**config.mk**
```make
export PLATFORM = sky130hd
export DESIGN_NAME = serial_block_loader
export DESIGN_NICKNAME = d
export VERILOG_FILES = /design/src/rtl/serial_block_loader.sv
export SDC_FILE = /design/constraint.sdc
export NUM_CORES = 1
export LEC_CHECK = 0
export ABC_AREA = 1
export BUFFER_PORTS_ARGS = -buffer_cell sky130_fd_sc_hd__clkbuf_2
export CORE_ASPECT_RATIO = 2
export CORE_MARGIN = 2
export CORE_UTILIZATION = 55
export CTS_CLUSTER_DIAMETER = 150
export CTS_CLUSTER_SIZE = 8
export DETAILED_ROUTE_END_ITERATION = 16
export PLACE_DENSITY = 0.79
export SYNTH_ARGS = -nofsm -noshare
export SYNTH_HDL_FRONTEND = slang
export SYNTH_SLANG_ARGS = --single-unit
```
**constraint.sdc**
```tcl
create_clock -name Clk -period 4.8 [get_ports Clk]
set_input_delay 0.48 -clock Clk [delete_from_list [all_inputs] [get_ports Clk]]
set_output_delay 0.48 -clock Clk [all_outputs]
set_load 0.02 [all_outputs]
```
**src/rtl/serial_block_loader.sv**
```systemverilog
// serial_block_loader
//   Assembles 16-byte key and text blocks from a byte stream. Each frame starts
//   with a command byte: 'K' (0x4B) loads a key, 'E' (0x45) loads a text block
//   to encrypt, and 'D' (0x44) loads a text block to decrypt. Sixteen payload
//   bytes follow, first byte most significant. A completed text block is held
//   until the consumer acknowledges it with ReadEn. An open frame is abandoned
//   if the gap between bytes reaches TIMEOUT cycles.
//
// Parameters
//   TIMEOUT          inter-byte gap limit in Clk cycles for an open frame (>= 1)
// Ports
//   Clk              system clock, rising edge
//   Rst              synchronous active-high reset
//   RxByte/RxValid   received byte and its one-cycle strobe
//   ReadEn           consumer acknowledge of the held text block
//   UserText         last complete text block
//   Key              last complete key
//   ReadyKey         level, a valid key is present
//   ReadRy           level, a text block is held awaiting ReadEn
//   ProgramSelector  0 = encrypt, 1 = decrypt, for the held block
//   CmdErr           one-cycle pulse, unknown command byte in IDLE
//   Overrun          sticky, a byte arrived while a block was held
//   Timeout          one-cycle pulse, frame aborted by an inter-byte gap
module serial_block_loader #(
  parameter int TIMEOUT = 1000000
) (
  input  logic         Clk,
  input  logic         Rst,
  input  logic [7:0]   RxByte,
  input  logic         RxValid,
  input  logic         ReadEn,
  output logic [127:0] UserText,
  output logic [127:0] Key,
  output logic         ReadyKey,
  output logic         ReadRy,
  output logic         ProgramSelector,
  output logic         CmdErr,
  output logic         Overrun,
  output logic         Timeout
);

  localparam int GAP_W = $clog2(TIMEOUT + 1);
  // The frame is aborted on the idle cycle that would bring the gap count to
  // TIMEOUT, so the counter never needs to go past TIMEOUT-1 and cannot wrap.
  localparam logic [GAP_W-1:0] GAP_LAST = GAP_W'(TIMEOUT - 1);

  localparam logic [7:0] CMD_KEY = 8'h4B;
  localparam logic [7:0] CMD_ENC = 8'h45;
  localparam logic [7:0] CMD_DEC = 8'h44;

  typedef enum logic [1:0] {
    IDLE,
    KEY_LOAD,
    TEXT_LOAD,
    TEXT_HOLD
  } stateT;

  stateT            state, stateNext;
  logic [127:0]     shadow, shadowNext;
  logic [3:0]       byteCnt, byteCntNext;
  logic [GAP_W-1:0] gapCnt, gapCntNext;
  logic             pendSel, pendSelNext;
  logic [127:0]     userTextNext, keyNext;
  logic             readyKeyNext, readRyNext, progSelNext;
  logic             cmdErrNext, overrunNext, timeoutNext;

  always_ff @(posedge Clk) begin
    if (Rst) begin
      state           <= IDLE;
      shadow          <= '0;
      byteCnt         <= '0;
      gapCnt          <= '0;
      pendSel         <= 1'b0;
      UserText        <= '0;
      Key             <= '0;
      ReadyKey        <= 1'b0;
      ReadRy          <= 1'b0;
      ProgramSelector <= 1'b0;
      CmdErr          <= 1'b0;
      Overrun         <= 1'b0;
      Timeout         <= 1'b0;
    end else begin
      state           <= stateNext;
      shadow          <= shadowNext;
      byteCnt         <= byteCntNext;
      gapCnt          <= gapCntNext;
      pendSel         <= pendSelNext;
      UserText        <= userTextNext;
      Key             <= keyNext;
      ReadyKey        <= readyKeyNext;
      ReadRy          <= readRyNext;
      ProgramSelector <= progSelNext;
      CmdErr          <= cmdErrNext;
      Overrun         <= overrunNext;
      Timeout         <= timeoutNext;
    end
  end

  always_comb begin
    stateNext    = state;
    shadowNext   = shadow;
    byteCntNext  = byteCnt;
    gapCntNext   = gapCnt;
    pendSelNext  = pendSel;
    userTextNext = UserText;
    keyNext      = Key;
    readyKeyNext = ReadyKey;
    readRyNext   = ReadRy;
    progSelNext  = ProgramSelector;
    cmdErrNext   = 1'b0;
    overrunNext  = Overrun;
    timeoutNext  = 1'b0;

    case (state)
      IDLE: begin
        if (RxValid) begin
          case (RxByte)
            CMD_KEY: begin
              // The old key is invalid from the moment a reload starts.
              readyKeyNext = 1'b0;
              byteCntNext  = '0;
              gapCntNext   = '0;
              stateNext    = KEY_LOAD;
            end
            CMD_ENC, CMD_DEC: begin
              pendSelNext = (RxByte == CMD_DEC);
              byteCntNext = '0;
              gapCntNext  = '0;
              stateNext   = TEXT_LOAD;
            end
            default: cmdErrNext = 1'b1;
          endcase
        end
      end

      KEY_LOAD, TEXT_LOAD: begin
        if (RxValid) begin
          shadowNext  = {shadow[119:0], RxByte};
          byteCntNext = byteCnt + 4'd1;
          gapCntNext  = '0;
          if (byteCnt == 4'd15) begin
            // Completed blocks are published straight from the shifted value
            // so the outputs rise exactly one cycle after the last byte.
            if (state == KEY_LOAD) begin
              keyNext      = shadowNext;
              readyKeyNext = 1'b1;
              stateNext    = IDLE;
            end else begin
              userTextNext = shadowNext;
              progSelNext  = pendSel;
              readRyNext   = 1'b1;
              stateNext    = TEXT_HOLD;
            end
          end
        end else if (gapCnt >= GAP_LAST) begin
          timeoutNext = 1'b1;
          gapCntNext  = '0;
          stateNext   = IDLE;
        end else begin
          gapCntNext = gapCnt + 1'b1;
        end
      end

      TEXT_HOLD: begin
        // Bytes cannot be queued behind a held block; they are dropped.
        if (RxValid) begin
          overrunNext = 1'b1;
        end
        if (ReadEn) begin
          readRyNext = 1'b0;
          stateNext  = IDLE;
        end
      end

      default: stateNext = IDLE;
    endcase
  end

endmodule
```
==> flow_summary.ini, run 1 <==
[layout]
fill_cells = 2165
diodes = 0
drive_gt1_frac = 0.210
area_growth_pct = 18.7
finalInstanceArea_um2 = 17500
layout.nets = 1921

[grt]
grt_pass1_vias = 12100
grt_pass1_wl_um = 61800
grt_max_degree = 146
antenna_found_initial = 0
grt_overflow = 0
grt_util_all_layers = 0.272

[clock_network]
clockRootBuffer = clkbuf_16
cts_num_sinks = 409
cts_buffers = 57
htreeDepth = 2
clock_latency_ns = 0.56
cts_tree = yes
cts_resized = 0
cts_setup_buffers = 0
clock_path_buffers = 3
hold_buffers = 0
clk_pin_slew_ns = 0.05

[detailed_routing]
drt-total-wl_um = 39100
drc_errors = 0
drt_iter0_drc = 902
via_count = 12400
via_per_inst = 5.52
dr.pass1.iters = 5
routed_wire_length_per_instance_um = 17.4
final_antenna_net_count = 0

[sta]
relSlewSlack = 0.259
timing.final.crit_period_ns = 3.23
fin_tns_setup_ns = 0
max_freq_ghz = 0.309
worst_pin_slew_ns = 1.11
setup_viol = 0
fin_hold_ws_ns = 0.212
slew_violations = 0
fin_crit_sh = 0.673
rsz0062_at_grt = no
hold_viol = 0
fin_skew_ns = 0.00808

[power_and_ir_drop]
powerDensity_nw_per_um2 = 480
ir_worst_vdd_mv = 0.356
p_leak_nw = 6.97

[place]
dpl_cell_area_um2 = 16000
gp_congestion = 0.857
dp_hpwl_um = 26000
port_buffers = 273

[floorplanning]
die_area_um2 = 28200
dieWidth_um = 120
rows = 84
die_y_um = 235
core_region_area_um2 = 26300
io-pin-count = 274
start_util = 0.561

[yosys]
syn-cell-area_um2 = 14700
yosysUniqueCellTypes = 32
synth_commonest_cells = dfxtp_1, a21oi_1, o21ai_0
yosys_warnings = 0
yosysMostFrequentCell = dfxtp_1
synthArstFlopShare = 0
syn_inst = 1687
avgSynthCellArea_um2 = 8.73
synth_top_area_cell = dfxtp_1
synth_ff_type = dfxtp_1
ys_seq_elements = 409
synth_edf_count = 0
yosysTopAreaCellShare = 0.556
synth-seq-area-share = 0.556
synthTopCellsByArea = dfxtp_1, a21oi_1, o21ai_0, a211oi_1, nor2_1
syn-num-nets = 1706

[flow_run]
max_cap_violations = 0

[worst_setup_path]
end_kind = flip-flop
crit_path_start = state[1]
r2r_start = state[1]
critPathArrivalTime_ns = 3.72
cp_max_fo = 121
worst-setup-path-type = flip-flop to flip-flop
critPathLaunchType = flip-flop
required_ns = 5.29

[outcome]
outcome = finished, final reports clean

[worst_hold_path]
hold_class = primary input to flip-flop
hold_start = RxByte[5]
## metrics by stage
step           total power [mW]  worst slack, ns  utilization  cells
4_1_cts                    8.44             1.61        0.665   2248
3_5_place_dp               5.00             1.64        0.609   2187
6_report                   8.40             1.57        0.665   2248
3_3_place_gp               4.96             1.78        0.609   2187
5_1_grt                    8.73             1.31        0.665   2248
2_1_floorplan              4.69             3.04            -   1687
## logic make-up (layout without fill, tap and decap cells)
family                   count (synthesis)  in the layout  share of synthesized area
adder cells (fa/ha/maj)                  7              7                    0.00595
AND/OR/NAND/NOR                        334            334                     0.0934
AO/OA/AOI/OAI                          639            639                      0.255
buffers and inverters                  296            513                     0.0886
XOR/XNOR                                 2              2                    0.00119
flip-flops                             409            409                      0.556
## sequential cells by signal, summed over array words and instances (netlist names)
register and cells:
ProgramSelector 1, shadow 120, Timeout 1, UserText 128, ReadRy 1, Key 128
byteCnt 4, CmdErr 1, pendSel 1, state 2, gapCnt 20, ReadyKey 1
Overrun 1
## layout make-up
type / instances / area, um2 / share of cell area
multi-input cells: 982 / 5250 / 0.300
clock inverters: 2 / 25.0 / 0.00143
flip-flops and latches: 409 / 8190 / 0.468
inverters: 169 / 659 / 0.0377
well taps: 344 / 430 / 0.0246
repair buffers: 283 / 1470 / 0.0842
clock buffers: 59 / 1460 / 0.0832
## layer usage
metal | up-vias | GRT usage | routed length [um]
li1 | 6117 | - | -
met1 | 5772 | 0.280 | 14100
met2 | 385 | 0.499 | 20700
met3 | 131 | 0.0540 | 2020
met4 | 0 | 0.165 | 2390
met5 | - | 0 | 0
## path summary, 6_finish.rpt
kind / endpoint / slack [ns] / cells after the start
setup / recovery: Key[43] / 1.57 / 9
hold / removal: Key[5] / 0.21 / 3
setup reg to reg: Key[43] / 1.57 / 9
hold reg to reg: ReadRy / 0.46 / 2
## cells in the final DEF, fill, tap and decap left out, types with 17 or more instances in the layout
cell type	n
nand3_1	24
nand2_1	74
o21ai_1	17
o21ai_0	225
inv_1	163
clkbuf_2	272
nor2_1	207
clkbuf_16	58
a211oi_2	32
a211oi_1	114
dfxtp_1	409
a21oi_1	243
## power breakdown
part,internal (mW),switching [mW]
Sequential,3.71,0.178
Clock,2.10,1.34
Combinational,0.266,0.798
Total,6.08,2.32
## critical path: stages, from the launching register on
cell	delay [ns]
dfxtp_1	0.40
inv_1	0.11
ha_1	0.47
nand2_8	0.36
inv_2	0.21
nand3_2	0.17
inv_8	0.51
buf_4	0.47
o21ai_0	0.15
a21oi_1	0.18
Power figures use the tool's default switching activity.
==> run 2: changes to the inputs <==
==> constraint.sdc (replaced) <==
create_clock -name Clk -period 3 [get_ports Clk]
set_input_delay 0.3 -clock Clk [delete_from_list [all_inputs] [get_ports Clk]]
set_output_delay 0.3 -clock Clk [all_outputs]
set_load 0.02 [all_outputs]
==> flow_summary.ini, run 2 (synthesized netlist as in run 1, its figures left out) <==
[outcome]
outcome = finished, final reports clean

[clock_network]
cts_resized = 0
clock_latency_ns = 0.57
cts_buffers = 57
hold_buffers = 0
clk_pin_slew_ns = 0.05
htreeDepth = 2
cts_setup_buffers = 0
cts_num_sinks = 409
clock_path_buffers = 3
cts_tree = yes
clockRootBuffer = clkbuf_16

[power_and_ir_drop]
ir_worst_vdd_mv = 0.515
power_mw = 13.4
powerDensity_nw_per_um2 = 761
p_leak_nw = 7.02

[grt]
grt_overflow = 0
grt_util_all_layers = 0.268
grt_pass1_vias = 11900
antenna_found_initial = 0
grt_max_degree = 200
grt_pass1_wl_um = 60600

[sta]
max_freq_ghz = 0.397
relSlewSlack = 0.443
fin_skew_ns = 0.0132
timing.final.crit_period_ns = 2.52
hold_viol = 0
fin_tns_setup_ns = 0
slew_violations = 0
setup_ws_ns = 0.483
worst_pin_slew_ns = 0.836
fin_crit_sh = 0.839
setup_viol = 0
fin_hold_ws_ns = 0.0272
rsz0062_at_grt = no

[place]
gp_congestion = 0.883
dp_hpwl_um = 25900
pre_cts_slack_ns = 0.626
port_buffers = 273
placed_cells = 2194

[layout]
area_growth_pct = 19.5
layout.nets = 1928
final_common_cell = dfxtp_1
top_regs = Key: 128 flops, UserText: 128 flops, shadow: 120 flops
fin_cells = 2254
drive_gt1_frac = 0.212
diodes = 0
mostFrequentLayoutCells = dfxtp_1, clkbuf_2, a21oi_1, o21ai_0, nor2_1

[worst_hold_path]
hold_class = primary input to flip-flop

[detailed_routing]
routed_wire_length_per_instance_um = 17.2
via_count = 12400
via_per_inst = 5.52
dr.pass1.iters = 5
final_antenna_net_count = 0
wl_met1_um = 13700
drt_iter0_drc = 720
routed.top_layer = met4
drc_errors = 0
met2WireLength_um = 20500
wl_met3_um = 2220
drt-total-wl_um = 38700

[floorplanning]
die_area_um2 = 28200
dieWidth_um = 120
rows = 84
io-pin-count = 274
start_util = 0.561
die_y_um = 235
core_region_area_um2 = 26300

[worst_setup_path]
required_ns = 3.50
worst-setup-path-type = flip-flop to flip-flop
end_kind = flip-flop
cp_max_fo = 199
critPathLaunchType = flip-flop
critPathArrivalTime_ns = 3.01

[flow_run]
max_cap_violations = 0
==> run 2: cell count changes in the layout (fill, tap and decap cells not counted), sizes merged <==
cell,previous run,this run
clkbuf,331,330
buf,11,18
clkinv,3,2
inv,168,169
==> run 2: worst max-delay path: stages, from the launching register on <==
cell	delay (ns)
dfxtp_1	0.37
inv_1	0.11
ha_1	0.45
nand2_8	0.12
buf_12	0.48
buf_4	0.46
o21ai_0	0.17
a21oi_1	0.14
==> run 2: stage by stage <==
step	instance area, um2	utilization
floorplan	14700	-
global placement	16100	0.614
detailed placement	16100	0.614
CTS	17600	0.670
global route	17600	0.670
finish	17600	0.670
==> run 2: final timing paths <==
path         startpoint          to  slack (ns)  cells past startpoint
max            state[0]  shadow[47]        0.48                      7
min           RxByte[0]     pendSel        0.03                      2
max reg2reg    state[0]  shadow[47]        0.48                      7
min reg2reg      ReadRy      ReadRy        0.47                      2
==> run 2: cell type report <==
cell class	count	area (um2)
well taps	344	430
flip-flops and latches	409	8190
multi-input cells	982	5250
clock buffers	58	1430
clock inverters	2	28.8
fillers	2099	8680
repair buffers	290	1610
inverters	169	659
==> run 2: layer usage <==
layer / vias up / GRT usage
met5: - / 0
met1: 5745 / 0.274
met4: 0 / 0.163
met3: 141 / 0.0577
met2: 424 / 0.489
li1: 6126 / -
==> run 2: where the power goes <==
| group | internal, mW | switching, mW | total [mW] |
|---|---|---|---|
| clock network | 3.31 | 2.13 | 5.44 |
| registers | 5.94 | 0.267 | 6.21 |
| logic | 0.446 | 1.30 | 1.75 |
| total | 9.70 | 3.70 | 13.4 |
==> run 3: changes to the inputs <==
--- a/config.mk
+++ b/config.mk
@@ -9,11 +9,11 @@
 export BUFFER_PORTS_ARGS = -buffer_cell sky130_fd_sc_hd__clkbuf_2
 export CORE_ASPECT_RATIO = 2
 export CORE_MARGIN = 2
-export CORE_UTILIZATION = 55
+export CORE_UTILIZATION = 50
 export CTS_CLUSTER_DIAMETER = 150
 export CTS_CLUSTER_SIZE = 8
 export DETAILED_ROUTE_END_ITERATION = 16
-export PLACE_DENSITY = 0.79
+export PLACE_DENSITY = 0.76
 export SYNTH_ARGS = -nofsm -noshare
 export SYNTH_HDL_FRONTEND = slang
 export SYNTH_SLANG_ARGS = --single-unit
==> constraint.sdc (replaced) <==
create_clock -name Clk -period 2.05 [get_ports Clk]
set_input_delay 0.205 -clock Clk [delete_from_list [all_inputs] [get_ports Clk]]
set_output_delay 0.205 -clock Clk [all_outputs]
set_load 0.02 [all_outputs]
==> flow_summary.ini, run 3 (synthesized netlist as in run 1, its figures left out) <==
[outcome]
outcome = finished, final reports clean

[power_and_ir_drop]
p_int_mw = 14.5
swShare = 0.280
pwr-share-seq = 0.453
ir_worst_vdd_mv = 0.764
switchingPower_mw = 5.61
power_frac_comb = 0.141
powerDensity_nw_per_um2 = 1110
power_mw = 20.1
p_leak_nw = 7.30
power_frac_clock = 0.407

[clock_network]
clock_latency_ns = 0.58
cts_num_sinks = 409
cts_buffers = 57
cts_tree = yes
clock_path_buffers = 3
clk_pin_slew_ns = 0.05
htreeDepth = 2
clockRootBuffer = clkbuf_16

[grt]
antenna_found_initial = 0
grt_max_degree = 152
grt_pass1_wl_um = 64500
grt_pass1_vias = 12500
grt_util_all_layers = 0.260
grt_overflow = 0

[layout]
top_regs = Key: 128 flops, UserText: 128 flops, shadow: 120 flops
seqCellArea_um2 = 8190
multiInputGateArea_um2 = 5280
fin_util = 0.627
diodes = 0
area_growth_pct = 23.2
mostFrequentLayoutCells = dfxtp_1, clkbuf_2, a21oi_1, o21ai_0, nor2_1
final_common_cell = dfxtp_1
fill_cells = 2468
drive_gt1_frac = 0.228
layout.nets = 1970

[worst_setup_path]
critPathLaunchType = flip-flop
cp_max_fo = 116
end_kind = flip-flop
required_ns = 2.55
critPathArrivalTime_ns = 2.45
crit_family = buffers and inverters
worst-setup-path-type = flip-flop to flip-flop
max_stage_delay_ns = 0.33
slowest_stage = ha_2
path_cells = inv_1, ha_2, nand2_8, buf_16, buf_12, o21ai_0, a21oi_1
critPathBufInv = 3

[sta]
worst_pin_slew_ns = 0.836
relSlewSlack = 0.442
timing.final.crit_period_ns = 1.95
slew_violations = 0
fin_skew_ns = 0.0152
setup_viol = 0
fin_crit_sh = 0.951
max_freq_ghz = 0.513
setup_ws_ns = 0.101
rsz0062_at_grt = yes
hold_viol = 0

[floorplanning]
die_y_um = 247
io-pin-count = 274
core_region_area_um2 = 29000
dieWidth_um = 125
die_area_um2 = 30900
start_util = 0.509
rows = 88

[detailed_routing]
drc_errors = 0
routed.top_layer = met4
dr.pass1.iters = 5
drt-total-wl_um = 41900
met2WireLength_um = 22800
routed_wire_length_per_instance_um = 18.1
wl_met1_um = 14200
via_count = 12700
final_antenna_net_count = 0
drt_iter0_drc = 693
via_per_inst = 5.50
wl_met3_um = 2250

[place]
dp_hpwl_um = 28300
port_buffers = 273
gp_congestion = 0.855
pre_cts_slack_ns = 0.0482

[worst_hold_path]
hold_class = primary input to flip-flop

[flow_run]
max_cap_violations = 0
[run 3: layout make-up]
class / count / share of cell area
tap: 360 / 0.0248
multi-input combinational: 982 / 0.291
clock inverter: 3 / 0.00262
timing repair inverter: 3 / 0.00145
sequential: 409 / 0.451
clock buffer: 59 / 0.0802
timing repair buffer: 329 / 0.112
inverter: 169 / 0.0369
[run 3: metrics by stage]
step	setup TNS, ns	hold WS [ns]	cells	area (um2)
CTS	0	0.0374	2309	18100
detailed placement	0	0.463	2240	16500
global placement	0	0.447	2240	16500
finish	0	0.0626	2314	18100
floorplan	0	0.295	1687	14700
global route	-0.0113	0.0858	2314	18100
[run 3: path summary, 6_finish.rpt]
path              startpoint         end  slack, ns  cells after the start
setup / recovery    state[0]  shadow[28]       0.10                      7
hold / removal       RxValid     Overrun       0.06                      3
setup reg to reg    state[0]  shadow[28]       0.10                      7
hold reg to reg       Key[0]      Key[0]       0.48                      2
[run 3: tightest hold or removal path, stage by stage]
cell,delay (ns)
clkbuf_2,0.20
a21oi_1,0.10
nor2_1,0.08
[run 3: power groups by stage]
stage,combinational (mW),clock (mW),sequential [mW]
after floorplan,1.89,0,9.10
after global routing,3.12,8.58,9.13
after CTS,2.79,8.28,9.07
after detailed placement,2.73,0,9.21
after global placement,2.65,0,9.19
final,2.82,8.16,9.08
[run 3: timing repair]
| item | CTS | global route |
|---|---|---|
| pin swaps | 0 | 1 |
| resized for setup | 1 | 11 |
| setup endpoints to repair | 1 | 254 |
| buffers inserted | 0 | 2 |
| hold buffers | 7 | 0 |
| cloned | 0 | 3 |
| endpoints found under the hold margin | 18 | 0 |
[run 3: per-layer routing]
layer,vias to the layer above,GRT usage
met5,-,0
met4,0,0.159
met3,136,0.0519
met2,411,0.493
met1,5966,0.255
li1,6203,-
